==> src/rtl/fibo_pkg.sv <==
// +------------------------------------------------------------------+
// | fibo_pkg : shared types and defaults for the Fibonacci blocks     |
// | rev 1.0                                                          |
// +------------------------------------------------------------------+
`default_nettype none

package fibo_pkg;

  localparam int DEFAULT_WIDTH = 4;
  localparam int DEFAULT_SEED0 = 0;
  localparam int DEFAULT_SEED1 = 1;
  localparam int DEFAULT_CNT_W = 8;

  typedef enum logic [1:0] {
    WAIT_S0 = 2'd0,
    WAIT_S1 = 2'd1,
    TRACK   = 2'd2,
    FAIL    = 2'd3
  } state_t;

endpackage

`default_nettype wire

==> src/rtl/fibo_next_calc.sv <==
// +------------------------------------------------------------------+
// | fibo_next_calc : WIDTH-bit term adder with carry-out              |
// | rev 1.0                                                          |
// +------------------------------------------------------------------+
`default_nettype none

module fibo_next_calc
  import fibo_pkg::*;
#(
  parameter int WIDTH = DEFAULT_WIDTH
) (
  input  logic [WIDTH-1:0] a,
  input  logic [WIDTH-1:0] b,
  output logic [WIDTH-1:0] sum,
  output logic             carry
);

  assign {carry, sum} = {1'b0, a} + {1'b0, b};

endmodule

`default_nettype wire

==> config.mk <==
export PLATFORM = sky130hd
export DESIGN_NAME = fibo_next_calc
export DESIGN_NICKNAME = d
export VERILOG_FILES = /design/src/rtl/fibo_pkg.sv /design/src/rtl/fibo_next_calc.sv
export SDC_FILE = /design/constraint.sdc
export NUM_CORES = 1
export LEC_CHECK = 0
export CORE_AREA = 2 2 39 41
export DETAILED_ROUTE_END_ITERATION = 8
export DIE_AREA = 0 0 41 43
export DONT_BUFFER_PORTS = 1
export GPL_TIMING_DRIVEN = 0
export PLACE_DENSITY = 0.31
export SETUP_SLACK_MARGIN = 0.02
export SLEW_MARGIN = 10
export SYNTH_ARGS = -nofsm -noshare
export SYNTH_HDL_FRONTEND = slang
export SYNTH_SLANG_ARGS = --single-unit
==> constraint.sdc <==
create_clock -name vclk -period 1.3
set_clock_uncertainty 0.15 [all_clocks]
set_input_delay 0.195 -clock vclk [all_inputs]
set_output_delay 0.195 -clock vclk [all_outputs]
set_load 0.01 [all_outputs]
### Yosys cells after proc, flatten, opt, wreduce, memory -nomap -nowiden

Index checks and enable logic that the tools add are counted.

| storage, ports and cells | value |
|---|---|
| flip-flop bits (word level) | 0 |
| bits of input ports | 8 |
| output and inout bits | 5 |
| word-level logic and storage cells | 1 |

| operators by class | value |
|---|---|
| $add $sub $neg | 1 |

Operator list:

| operator | count |
|---|---|
| adder 4 x 4 -> 5 bit | 1 |

### Depth between registers and ports, before layout

Gate-level depths: netlist of the first run.

| depth | value |
|---|---|
| word-level depth | 1 |
| depth in mapped cells | 6 |
| mapped depth without buffers | 6 |

### Least setup slack after synthesis of the first run

OpenSTA, ideal clock, no wires.

| path | value |
|---|---|
| path kind | input -> output |
| start | input a[0] |
| end | output carry |
| data arrival time | 1.054 ns |
| required time | 0.955 ns |
| path slack | -0.099 ns |
| stages | 6 |
| path buffers | 0 |
| cells stage by stage | ha_1 > inv_1 > fa_1 > nor2b_1 > o21ai_0 > nand2b_1 |

| between the ends | value |
|---|---|
| cells in the longest elaborated chain, start to end | 1 |

Ends and longest elaborated chain:

| what | line | RTL |
|---|---|---|
| from (decl) | fibo_next_calc.sv:12 | `input logic [WIDTH-1:0] a,` |
| adder 4 x 4 -> 5 bit | fibo_next_calc.sv:18 | `assign {carry, sum} = {1'b0, a} + {1'b0, b};` |
| to (decl) | fibo_next_calc.sv:15 | `output logic carry` |

No other way between the ends.

### Worst setup path after layout of the first run

Ends and elaborated chain as after synthesis.

==> out/results.txt, run 1 <==
Post-synth net total -> 29
Width of the die -> 41 µm
Vias in the first global route -> 94
RSZ-0062 raised after global routing -> true
CP max stage cell -> fa_2
Setup WS pre-CTS -> -67.0 ps
Vias per std cell -> 3.31
Hold Crit Endpoint -> sum[0]
Worst slew margin -> 80.6%
Power Dens Cells -> 417 nW/µm²
Post-DP Area -> 171 µm²
Post-route setup slack -> -33.7 ps
Initial antenna violation count -> 0
WHS -> 355 ps
Post-CTS Hold Buffers -> 0
Most common cell after layout, fill and taps aside -> ha_1
Dpl hpwl -> 278 µm
# fillers -> 159
Die Y -> 43 µm
Buf/Inv on CP -> 1
Post-CTS setup buffers -> 0
Gr usage total -> 2.90%
Overall die area -> 1760 µm²
Port bufs -> 0
CP Max Fanout -> 2
Worst Path Arrival -> 990 ps
Mapped Area -> 136 µm²
Largest net degree at the start of global routing -> 4
Most frequent cells in the layout -> ha_1 (3), inv_1 (2), inv_2 (2), xnor2_1 (2)
Crit path largest cell delay -> 350 ps
Share of layout cells above drive strength 1 -> 31.3%
Synth warnings -> 0
Register area share after synthesis -> 0%
Seq cells -> 0
Row cnt -> 14
Reg area -> 0 µm²
Max Cap Viol -> 0
Outcome -> complete, but fails checks
Post-Layout Inst Area -> 171 µm²
DR WL/cell -> 8.31 µm
Pleak -> 0.0761 nW
Synthesized area per cell -> 8.52 µm²
Worst path top cell family by delay -> adder cells
Iteration-0 DRC Markers -> 0
# nets final -> 31
Max-slew violations -> 0
Initial Util -> 9.86%
IO Count -> 13
Crit path from -> a[0]
Yosys cell types -> 9
Hold Path Class -> in -> out
Min-Delay Path Depth -> 1
Drt drc -> 0
Final Wtd Congestion -> 0.464
Gate Count Post-Synth -> 16
Hold_sp -> b[0]
CP Launch Type -> input port
Crit Path Class -> in -> out
VDD IR-drop max -> 0.0000758 V
Worst-Margin Slew -> 289 ps
Final hold viol count -> 0
DRT Pass-1 Iters -> 1
Drt total wl -> 266 µm
Post-route ant nets -> 0
Fin crit share -> 103%
Core area -> 1380 µm²
CP Data Required Time -> 950 ps
Fin crit period -> 1330 ps
Crit-path cells -> ha_4, inv_2, fa_2, nor2b_1, o21ai_1, nand2b_1
FMAX -> 750 MHz
Clock buffer count -> 0
Remaining global-route overflow -> 0
Failing checks -> setup timing
DR vias -> 106
Crit end category -> primary output
ANT cells -> 0
Synth-to-layout area growth -> 25.7%
First-pass GRT wire length -> 358 µm
Final setup vio count -> 3
-- what timing repair did --
item,in CTS,in global routing
setup endpoints to repair,3,4
gates cloned,0,0
pin swaps,1,0
resized for setup,0,1
-- metrics by stage --
step / instances / total power [mW] / util, % / setup TNS (ps)
2_1_floorplan: 16 / 0.0622 / - / -16.1
3_3_place_gp: 32 / 0.0682 / 12.4 / -72.0
3_5_place_dp: 32 / 0.0710 / 12.4 / -124
4_1_cts: 32 / 0.0712 / 12.4 / -82.5
5_1_grt: 32 / 0.0839 / 12.4 / -248
6_report: 32 / 0.0714 / 12.4 / -53.7
-- cell families (layout without fill, tap and decap cells) --
logic type | after synthesis | after routing | share of synthesized area, %
xor gates and xnor gates | 2 | 2 | 12.8
and+or+nand+nor | 2 | 2 | 9.18
buffers and inverters | 4 | 4 | 11.0
AOI/OAI and AO/OA | 3 | 3 | 15.6
adders and majority gates | 5 | 5 | 51.4
-- where the power goes --
| group | switching [mW] | internal (mW) | leakage [nW] |
|---|---|---|---|
| registers | 0 | 0 | 0 |
| logic | 0.0397 | 0.0317 | 0.0761 |
| clock network | 0 | 0 | 0 |
-- cells in the mapped netlist --
master    instances  area (µm²)
inv_1             4        15.0
a21o_1            1        7.51
nor2b_1           1        6.26
fa_1              1        20.0
xnor2_1           2        17.5
a21oi_2           1        8.76
nand2b_1          1        6.26
o21ai_0           1        5.00
ha_1              4        50.1
-- final cells by class --
class | count | area, µm² | area share [%]
inverter | 4 | 15.0 | 8.76
multi-input combinational | 12 | 136 | 79.6
tap | 16 | 20.0 | 11.7
-- layer usage --
metal / wire, µm / vias up / global-route usage [%]
met3: 77 / 0 / 3.14
li1: - / 52 / -
met1: 101 / 41 / 2.22
met5: 0 / - / 0
met2: 87 / 13 / 5.00
met4: 0 / 0 / 0
-- worst max-delay path by stage --
stage                       end  slack [ps]  depth (start not counted)
final                     carry         -30                          6
after global placement    carry         -50                          6
after detailed placement  carry         -70                          6
after CTS                 carry         -40                          6
after floorplan           carry         -20                          6
after global routing      carry        -110                          6
Power figures use the tool's default switching activity.
==> inputs of run 2 (changes only) <==
--- a/config.mk
+++ b/config.mk
@@ -9,6 +9,7 @@
 export DETAILED_ROUTE_END_ITERATION = 8
 export DIE_AREA = 0 0 41 43
 export DONT_BUFFER_PORTS = 1
+export GPL_ROUTABILITY_DRIVEN = 1
 export GPL_TIMING_DRIVEN = 0
 export PLACE_DENSITY = 0.31
 export SETUP_SLACK_MARGIN = 0.02
==> results of run 2 <==
The final DEF is identical to that of run 1; final timing and power are the same.
